$ cat src/rtl/palette_pkg.sv
// palette_pkg: default 16-colour palette, channel scaling and write-sequencer states.
package palette_pkg;

    typedef enum logic [1:0] {
        IDLE_R = 2'd0,
        HAVE_R = 2'd1,
        HAVE_G = 2'd2
    } seq_state_e;

    // 8-bit-per-channel RGB, CGA ordering; entry 15 is full white
    localparam logic [23:0] DEFAULT_PAL [16] = '{
        24'h000000, 24'h0000AA, 24'h00AA00, 24'h00AAAA,
        24'hAA0000, 24'hAA00AA, 24'hAA5500, 24'hAAAAAA,
        24'h555555, 24'h5555FF, 24'h55FF55, 24'h55FFFF,
        24'hFF5555, 24'hFF55FF, 24'hFFFF55, 24'hFFFFFF
    };

    function automatic logic [7:0] scale_ch(input logic [7:0] c, input int w);
        return c >> (8 - w);
    endfunction

endpackage

$ cat src/rtl/palette_seq.sv
// palette_seq: CPU write/read sequencer and shared entry pointer.
// Readback phase logic exists only when PALETTE_READBACK_EN is defined.
module palette_seq import palette_pkg::*; #(
    parameter int ENTRIES = 16,
    parameter int CH_W    = 6,
    localparam int IDX_W  = $clog2(ENTRIES)
) (
    input  logic                clock,
    input  logic                reset,
    input  logic                idx_we,
    input  logic                dat_we,
    input  logic                dat_rd,
    input  logic [7:0]          cpu_d,
`ifdef PALETTE_READBACK_EN
    output logic                rd_en,
    output logic [1:0]          rd_ch,
`endif
    output logic                commit,
    output logic [3*CH_W-1:0]   wdata,
    output logic [IDX_W-1:0]    ptr
);

    seq_state_e       state_q, state_d;
    logic [IDX_W-1:0] ptr_q, ptr_d;
    logic [CH_W-1:0]  r_q, r_d, g_q, g_d;
    logic             unused_d;

    assign unused_d = ^cpu_d;

`ifdef PALETTE_READBACK_EN
    logic [1:0] rph_q, rph_d;
`else
    logic unused_rd;
    assign unused_rd = dat_rd;
`endif

    always_comb begin
        state_d = state_q;
        ptr_d   = ptr_q;
        r_d     = r_q;
        g_d     = g_q;
        commit  = 1'b0;
`ifdef PALETTE_READBACK_EN
        rph_d   = rph_q;
        rd_en   = 1'b0;
`endif
        if (idx_we) begin
            ptr_d   = cpu_d[IDX_W-1:0];
            state_d = IDLE_R;
`ifdef PALETTE_READBACK_EN
            rph_d   = 2'd0;
`endif
        end else if (dat_we) begin
            if (state_q == IDLE_R) begin
                r_d     = cpu_d[CH_W-1:0];
                state_d = HAVE_R;
            end else if (state_q == HAVE_R) begin
                g_d     = cpu_d[CH_W-1:0];
                state_d = HAVE_G;
            end else begin
                commit  = 1'b1;
                ptr_d   = ptr_q + 1'b1;
                state_d = IDLE_R;
            end
`ifdef PALETTE_READBACK_EN
        end else if (dat_rd) begin
            rd_en = 1'b1;
            rph_d = rph_q == 2'd2 ? 2'd0 : rph_q + 2'd1;
            ptr_d = rph_q == 2'd2 ? ptr_q + 1'b1 : ptr_q;
`endif
        end
    end

    always_ff @(posedge clock or posedge reset) begin
        if (reset) begin
            state_q <= IDLE_R;
            ptr_q   <= '0;
            r_q     <= '0;
            g_q     <= '0;
`ifdef PALETTE_READBACK_EN
            rph_q   <= 2'd0;
`endif
        end else begin
            state_q <= state_d;
            ptr_q   <= ptr_d;
            r_q     <= r_d;
            g_q     <= g_d;
`ifdef PALETTE_READBACK_EN
            rph_q   <= rph_d;
`endif
        end
    end

    assign wdata = {r_q, g_q, cpu_d[CH_W-1:0]};
    assign ptr   = ptr_q;
`ifdef PALETTE_READBACK_EN
    assign rd_ch = rph_q;
`endif

endmodule

$ cat src/rtl/palette_lut.sv
// palette_lut: palette LUT with 2-stage pixel pipeline and CPU write port.
// Define PALETTE_READBACK_EN to enable CPU readback through dat_rd/cpu_q.
module palette_lut import palette_pkg::*; #(
    parameter int ENTRIES = 16,
    parameter int CH_W    = 6,
    localparam int IDX_W  = $clog2(ENTRIES)
) (
    input  logic               clock,
    input  logic               reset,
    input  logic               ce_pix,
    input  logic               pixel,
    input  logic [IDX_W-1:0]   color,
    input  logic               hsync,
    input  logic               vsync,
    output logic               hsync_o,
    output logic               vsync_o,
    output logic [3*CH_W-1:0]  rgb,
    input  logic               idx_we,
    input  logic               dat_we,
    input  logic               dat_rd,
    input  logic [7:0]         cpu_d,
    output logic [7:0]         cpu_q
);

    function automatic logic [3*CH_W-1:0] def_entry(input int i);
        logic [23:0] p;
        logic [7:0]  r, g, b;
        p = DEFAULT_PAL[4'(i)];
        r = scale_ch(p[23:16], CH_W);
        g = scale_ch(p[15:8], CH_W);
        b = scale_ch(p[7:0], CH_W);
        return {CH_W'(r), CH_W'(g), CH_W'(b)};
    endfunction

    logic [3*CH_W-1:0] lut_q [ENTRIES];
    logic [3*CH_W-1:0] lut_d [ENTRIES];
    logic              commit;
    logic [3*CH_W-1:0] wdata;
    logic [IDX_W-1:0]  ptr;

    logic [IDX_W-1:0]  color_s1_q, color_s1_d;
    logic              pix_s1_q, pix_s1_d, hs_s1_q, hs_s1_d, vs_s1_q, vs_s1_d;
    logic [3*CH_W-1:0] rgb_q, rgb_d;
    logic              hs_o_q, hs_o_d, vs_o_q, vs_o_d;

`ifdef PALETTE_READBACK_EN
    logic              rd_en;
    logic [1:0]        rd_ch;
    logic [3*CH_W-1:0] rd_ent;
    logic [CH_W-1:0]   rd_val;
    logic [7:0]        cpu_q_q, cpu_q_d;
`endif

    palette_seq #(.ENTRIES(ENTRIES), .CH_W(CH_W)) u_seq (
        .clock  (clock),
        .reset  (reset),
        .idx_we (idx_we),
        .dat_we (dat_we),
        .dat_rd (dat_rd),
        .cpu_d  (cpu_d),
`ifdef PALETTE_READBACK_EN
        .rd_en  (rd_en),
        .rd_ch  (rd_ch),
`endif
        .commit (commit),
        .wdata  (wdata),
        .ptr    (ptr)
    );

    // Whole triple is written in one edge, so lookups never see a partial entry
    for (genvar e = 0; e < ENTRIES; e++) begin : g_lut
        assign lut_d[e] = (commit && ptr == IDX_W'(e)) ? wdata : lut_q[e];
        always_ff @(posedge clock or posedge reset) begin
            if (reset) lut_q[e] <= def_entry(e);
            else       lut_q[e] <= lut_d[e];
        end
    end

    always_comb begin
        color_s1_d = ce_pix ? color  : color_s1_q;
        pix_s1_d   = ce_pix ? pixel  : pix_s1_q;
        hs_s1_d    = ce_pix ? hsync  : hs_s1_q;
        vs_s1_d    = ce_pix ? vsync  : vs_s1_q;
        rgb_d      = ce_pix ? (pix_s1_q ? lut_q[color_s1_q] : '0) : rgb_q;
        hs_o_d     = ce_pix ? hs_s1_q : hs_o_q;
        vs_o_d     = ce_pix ? vs_s1_q : vs_o_q;
    end

    always_ff @(posedge clock or posedge reset) begin
        if (reset) begin
            color_s1_q <= '0;
            pix_s1_q   <= 1'b0;
            hs_s1_q    <= 1'b0;
            vs_s1_q    <= 1'b0;
            rgb_q      <= '0;
            hs_o_q     <= 1'b0;
            vs_o_q     <= 1'b0;
        end else begin
            color_s1_q <= color_s1_d;
            pix_s1_q   <= pix_s1_d;
            hs_s1_q    <= hs_s1_d;
            vs_s1_q    <= vs_s1_d;
            rgb_q      <= rgb_d;
            hs_o_q     <= hs_o_d;
            vs_o_q     <= vs_o_d;
        end
    end

    assign rgb     = rgb_q;
    assign hsync_o = hs_o_q;
    assign vsync_o = vs_o_q;

`ifdef PALETTE_READBACK_EN
    always_comb begin
        rd_ent  = lut_q[ptr];
        rd_val  = rd_ch == 2'd0 ? rd_ent[3*CH_W-1 -: CH_W] :
                  rd_ch == 2'd1 ? rd_ent[2*CH_W-1 -: CH_W] : rd_ent[CH_W-1:0];
        cpu_q_d = rd_en ? 8'(rd_val) : cpu_q_q;
    end

    always_ff @(posedge clock or posedge reset) begin
        if (reset) cpu_q_q <= 8'd0;
        else       cpu_q_q <= cpu_q_d;
    end

    assign cpu_q = cpu_q_q;
`else
    assign cpu_q = 8'd0;
`endif

endmodule

$ cat config.mk
export PLATFORM = sky130hd
export DESIGN_NAME = palette_lut
export DESIGN_NICKNAME = d
export VERILOG_FILES = /design/src/rtl/palette_pkg.sv /design/src/rtl/palette_seq.sv /design/src/rtl/palette_lut.sv
export SDC_FILE = /design/constraint.sdc
export NUM_CORES = 1
export LEC_CHECK = 0
export ABC_AREA = 1
export CORE_ASPECT_RATIO = 2
export CORE_MARGIN = 3
export CORE_UTILIZATION = 30
export DETAILED_ROUTE_END_ITERATION = 10
export PLACE_DENSITY_LB_ADDON = 0.08
export SLEW_MARGIN = 20
export SYNTH_ARGS = -nofsm -noshare
export SYNTH_HDL_FRONTEND = slang
export SYNTH_SLANG_ARGS = --single-unit
$ cat constraint.sdc
create_clock -name clock -period 15.4 [get_ports clock]
set_input_delay 3.08 -clock clock [delete_from_list [all_inputs] [get_ports clock]]
set_output_delay 3.08 -clock clock [all_outputs]
set_load 0.01 [all_outputs]
Yosys cells after proc, flatten, opt, wreduce, memory -nomap -nowiden
Index checks and enable logic that the tools add are counted.
{ "totals": {"regBits": 333, "input_bits": 21, "output_inout_bits": 28, "word_cells": 88} }
{ "classes": {"n_addsub": 1, "n_lt_le_gt_ge": 1, "eq_ne": 18, "mux": 16, "bitwise_logic": 3, "reduce_logical": 22} }
{ "ops": {"columns": ["operator", "count"], "rows": [
  ["$bmux W18 S4", 1],
  ["$mux W18", 3],
  ["$eq A4 B4 Y1 const B", 8],
  ["$eq A4 B3 Y1 const B", 4],
  ["$logic_and A1 B1 Y1", 16],
  ["$mux W4", 4],
  ["$eq A4 B2 Y1 const B", 2],
  ["$mux W2", 4],
  ["$reduce_and A3 Y1", 2],
  ["$ge A5 B5 Y1 const B", 1],
  ["$not A4 Y5", 1],
  ["$add A4 B1 Y4 const B", 1],
  ["$eq A4 B1 Y1 const B", 1],
  ["$logic_not A4 Y1", 1],
  ["$mux W1", 4],
  ["$ne A2 B2 Y1 const B", 2],
  ["$reduce_and A4 Y1", 1],
  ["$eq A2 B1 Y1 const B", 1],
  ["$logic_not A2 Y1", 1],
  ["$not A1 Y1", 2],
  ["$reduce_bool A2 Y1", 1]
]} }

Depth between registers and ports, before layout
{ "logic_depth": {"ltp_word": 6, "depth_mapped": 11, "ltp_nobuf": 9} }

Cells and area by module
From an unflattened synthesis, not the netlist that was laid out.
{ "hier_totals": {"hier_cells": 2077, "hier_area_um2": 15937.8} }
{ "by_module_without_submodules": {"columns": ["mod", "instances", "cells_each", "area_each_um2", "seq_area_each_um2"], "rows": [
  ["palette_lut", 1, 1974, 15041.9, 7927.6],
  ["palette_seq", 1, 103, 895.9, 450.4]
]} }

Worst setup path after synthesis
OpenSTA, ideal clock, no wires.
{ "synth_timing": {"path_type": "input-to-reg", "start": "input port dat_we", "end": "register lut_q[131] in the netlist's numbering", "setup_ns": 0.133, "t_arrival_ns": 4.074, "required_time_ns": 15.267, "slack_ns": 11.192, "cell_stages": 7, "n_path_buf": 2, "cell_sequence": "nand2_1 -> nor2_4 -> buf_12 -> nand4_4 -> buf_2 -> nand2_1 -> o21ai_0"} }
{ "synth_between": {"elab_chain_len": 3} }
{ "synth_lines": {"columns": ["item", "line_no", "source"], "rows": [
  ["start, declared", "palette_lut.sv:19", "input logic dat_we,"],
  ["$mux W1", "palette_seq.sv:53", "end else if (dat_we) begin"],
  ["$mux W1", "palette_seq.sv:47", "if (idx_we) begin"],
  ["$logic_and A1 B1 Y1", "palette_lut.sv:72", "assign lut_d[e] = (commit && ptr == IDX_W'(e)) ? wdata : lut_q[e];"],
  ["end signal, assigned by index", "palette_lut.sv:74", "if (reset) lut_q[e] <= def_entry(e);"],
  ["end signal, assigned by index", "palette_lut.sv:75", "else lut_q[e] <= lut_d[e];"],
  ["end, declared", "palette_lut.sv:35", "logic [3*CH_W-1:0] lut_q [ENTRIES];"]
]} }
No other way between the ends.
A chain may end at the register's enable or synchronous reset.

Worst setup path in the final report
{ "layout_timing": {"start": "input port dat_we", "end": "register lut_q[161] in the netlist's numbering"} }
The elaborated chain is that of the path after synthesis.

==> flow_summary.json <==
{
  "outcome": "complete, no violations",
  "finalMaxSlewViolations": 0,
  "place_area_um2": 16600,
  "async_reset_ff_share_pct": 100,
  "ctsLongestPathBuffers": 3,
  "ys_types": 25,
  "vdd_drop_max_uv": 61.1,
  "viasPerCell": 4.78,
  "drtIter0Drc": 975,
  "grtUsageTotal_pct": 18.4,
  "finalNetCount": 2025,
  "post_cts_buffers": 0,
  "routabilityCongestion": 0.724,
  "crit_path_max_fanout": 36,
  "hold_viol": 0,
  "overflow": 0,
  "crit_path_cell_trace": "clkdlybuf4s50_1 > nand2_1 > nor2_4 > nand4_4 > o21ai_0",
  "fin_area_um2": 17600,
  "max_freq_mhz": 192,
  "synth_top_area_share_pct": 46.7,
  "start_kind": "primary input",
  "grt_pass1_wl_um": 78400,
  "end_kind": "flip-flop",
  "seq_area_frac_synth_pct": 52.7,
  "layout.area.seq_um2": 8380,
  "wl_per_cell_um": 19.0,
  "rows": 118,
  "maxCapViolCount": 0,
  "area_growth_pct": 10.9,
  "ys.flop_type": "dfrtp_1",
  "ff2ff_path_depth": 9,
  "cts_buffers": 35,
  "yosysWarnings": 0,
  "drive_above_1_share_pct": 6.42,
  "port_buffers": 37,
  "first_pass_iters": 5,
  "drc": 0,
  "core_um2": 52100,
  "clkLatencyLatePin_ns": 0.53,
  "final_util_pct": 33.8,
  "diodes": 0,
  "slew_headroom_pct": 29.6,
  "met2_usage_pct": 33.0,
  "ctsHoldBuffers": 0,
  "worst_slew_pin_slew_ns": 1.06,
  "clk_pin_slew_ns": 0.06,
  "cpMaxStageDelayCell": "nand4_4",
  "hp-class": "flip-flop to flip-flop",
  "start_util_pct": 30.5,
  "fp.dieW_um": 169,
  "path_depth": 5,
  "multiInputGateArea_um2": 5890,
  "cts.sinks": 333,
  "dp_hpwl_um": 27400,
  "grt_max_degree": 123,
  "synth-edff-count": 0,
  "htree_levels": 2,
  "netlist_top_cells_count": "nand2_1 (760), dfrtp_1 (297), o21ai_0 (289)",
  "io_pins": 49,
  "p_leak_nw": 8.13,
  "final_antenna_net_count": 0,
  "die_area_um2": 56000,
  "holdPathStages": 2,
  "cts_resized": 0,
  "cts_tree": "done",
  "netlist_area_um2": 15900,
  "use_met1_pct": 23.4,
  "clockRootBuffer": "clkbuf_16",
  "crit_arrival_ns": 5.62,
  "met3_usage_pct": 1.72,
  "num-fill-cells": 5604,
  "synth_cells": 2038,
  "die_h_um": 332,
  "antenna_found_initial": 0,
  "grt_pass1_vias": 12500,
  "cp_slowest_stage_delay_ns": 0.84,
  "path_buf_inv": 1,
  "rsz0062_at_grt": "no",
  "period_share_pct": 33.8,
  "clock_skew_ns": 0.0239,
  "cpLargestDelayFamily": "simple AND/OR/NAND/NOR gates",
  "crit_type": "primary input to flip-flop",
  "finalSetupTns_ns": 0,
  "synth.most_common_cell": "nand2_1",
  "ys_top_cells_by_area": "dfrtp_1 (47%), nand2_1 (18%), o21ai_0 (9.1%)",
  "grt.busiest_layer": "met2",
  "vias": 12800,
  "p_per_area_nw_per_um2": 115,
  "required_ns": 15.81,
  "period_needed_ns": 5.21,
  "synth_seq_cells": 333,
  "setup_viol": 0,
  "drt-total-wl_um": 51000,
  "synth.avg_cell_area_um2": 7.80,
  "synth_top_area_cell": "dfrtp_1"
}
-- cells in the final DEF (no fill, tap or decap), drive strengths merged --
cell type      count
conb               8
buf               21
clkbuf            56
clkinv             5
dfrtp            297
dfstp             36
clkinvlp           1
nand4             16
nor2               2
nand2            760
nand3            219
xor2               1
o21ai            307
ha                 4
clkdlybuf4s50     37
inv              250
o221ai             3
a32oi              1
-- final timing paths --
kind,startpoint,end,slack [ns]
setup / recovery,dat_we,lut_q[161],10.19
hold / removal,hsync_o,hsync_o,0.47
setup reg to reg,color_s1_q[0],rgb[1],11.80
hold reg to reg,hsync_o,hsync_o,0.47
max in group asynchronous,reset,pix_s1_q,10.75
min in group asynchronous,reset,lut_q[202],3.11
-- state kept, by name, indices dropped and copies added (netlist names) --
name / cells
lut_q: 288
rgb: 18
u_seq.g_q: 6
u_seq.r_q: 6
color_s1_q: 4
u_seq.ptr: 4
u_seq.state_q: 2
hs_s1_q: 1
hsync_o: 1
pix_s1_q: 1
vs_s1_q: 1
vsync_o: 1
-- report_power, final --
group	switching [mW]	internal (mW)	total, mW
clock network	0.360	0.452	0.811
registers	0.0373	0.923	0.961
logic	0.188	0.0733	0.261
-- cells by family after synthesis --
logic type / count (synthesis) / share of synthesized area (%)
buf+inv: 391 / 10.5
simple gates: 997 / 26.6
other cells: 1 / 0.0236
xor+xnor: 1 / 0.0551
fa+ha+maj: 4 / 0.315
compound gates: 311 / 9.88
flops: 333 / 52.7
-- per-layer routing --
layer,vias to the layer above,routed length [um]
met2,268,26200
met3,59,1780
met5,-,0
met4,0,1370
li1,6277,-
met1,6220,21700
-- layout make-up --
type	instances	share of cell area, %
clock buffers	56	5.76
clock inverters	5	0.177
inverters	251	5.40
multi-input cells	1321	33.4
flip-flops and latches	333	47.6
well taps	660	4.69
repair buffers	58	3.02
-- stage by stage --
step	hold slack, ns	instances	power [mW]	setup slack, ns
finish	0.473	2684	2.03	10.19
global route	0.488	2684	2.14	9.99
CTS	0.478	2684	2.08	10.13
detailed placement	0.465	2623	1.25	9.57
global placement	0.455	2623	1.24	9.62
floorplan	0.442	2045	1.14	3.15
-- tightest hold or removal path: stages (launching register included) --
cell	delay, ns
dfrtp_1	0.34
nand2_1	0.05
nand2_1	0.05
(Power assumes the default switching activity.)
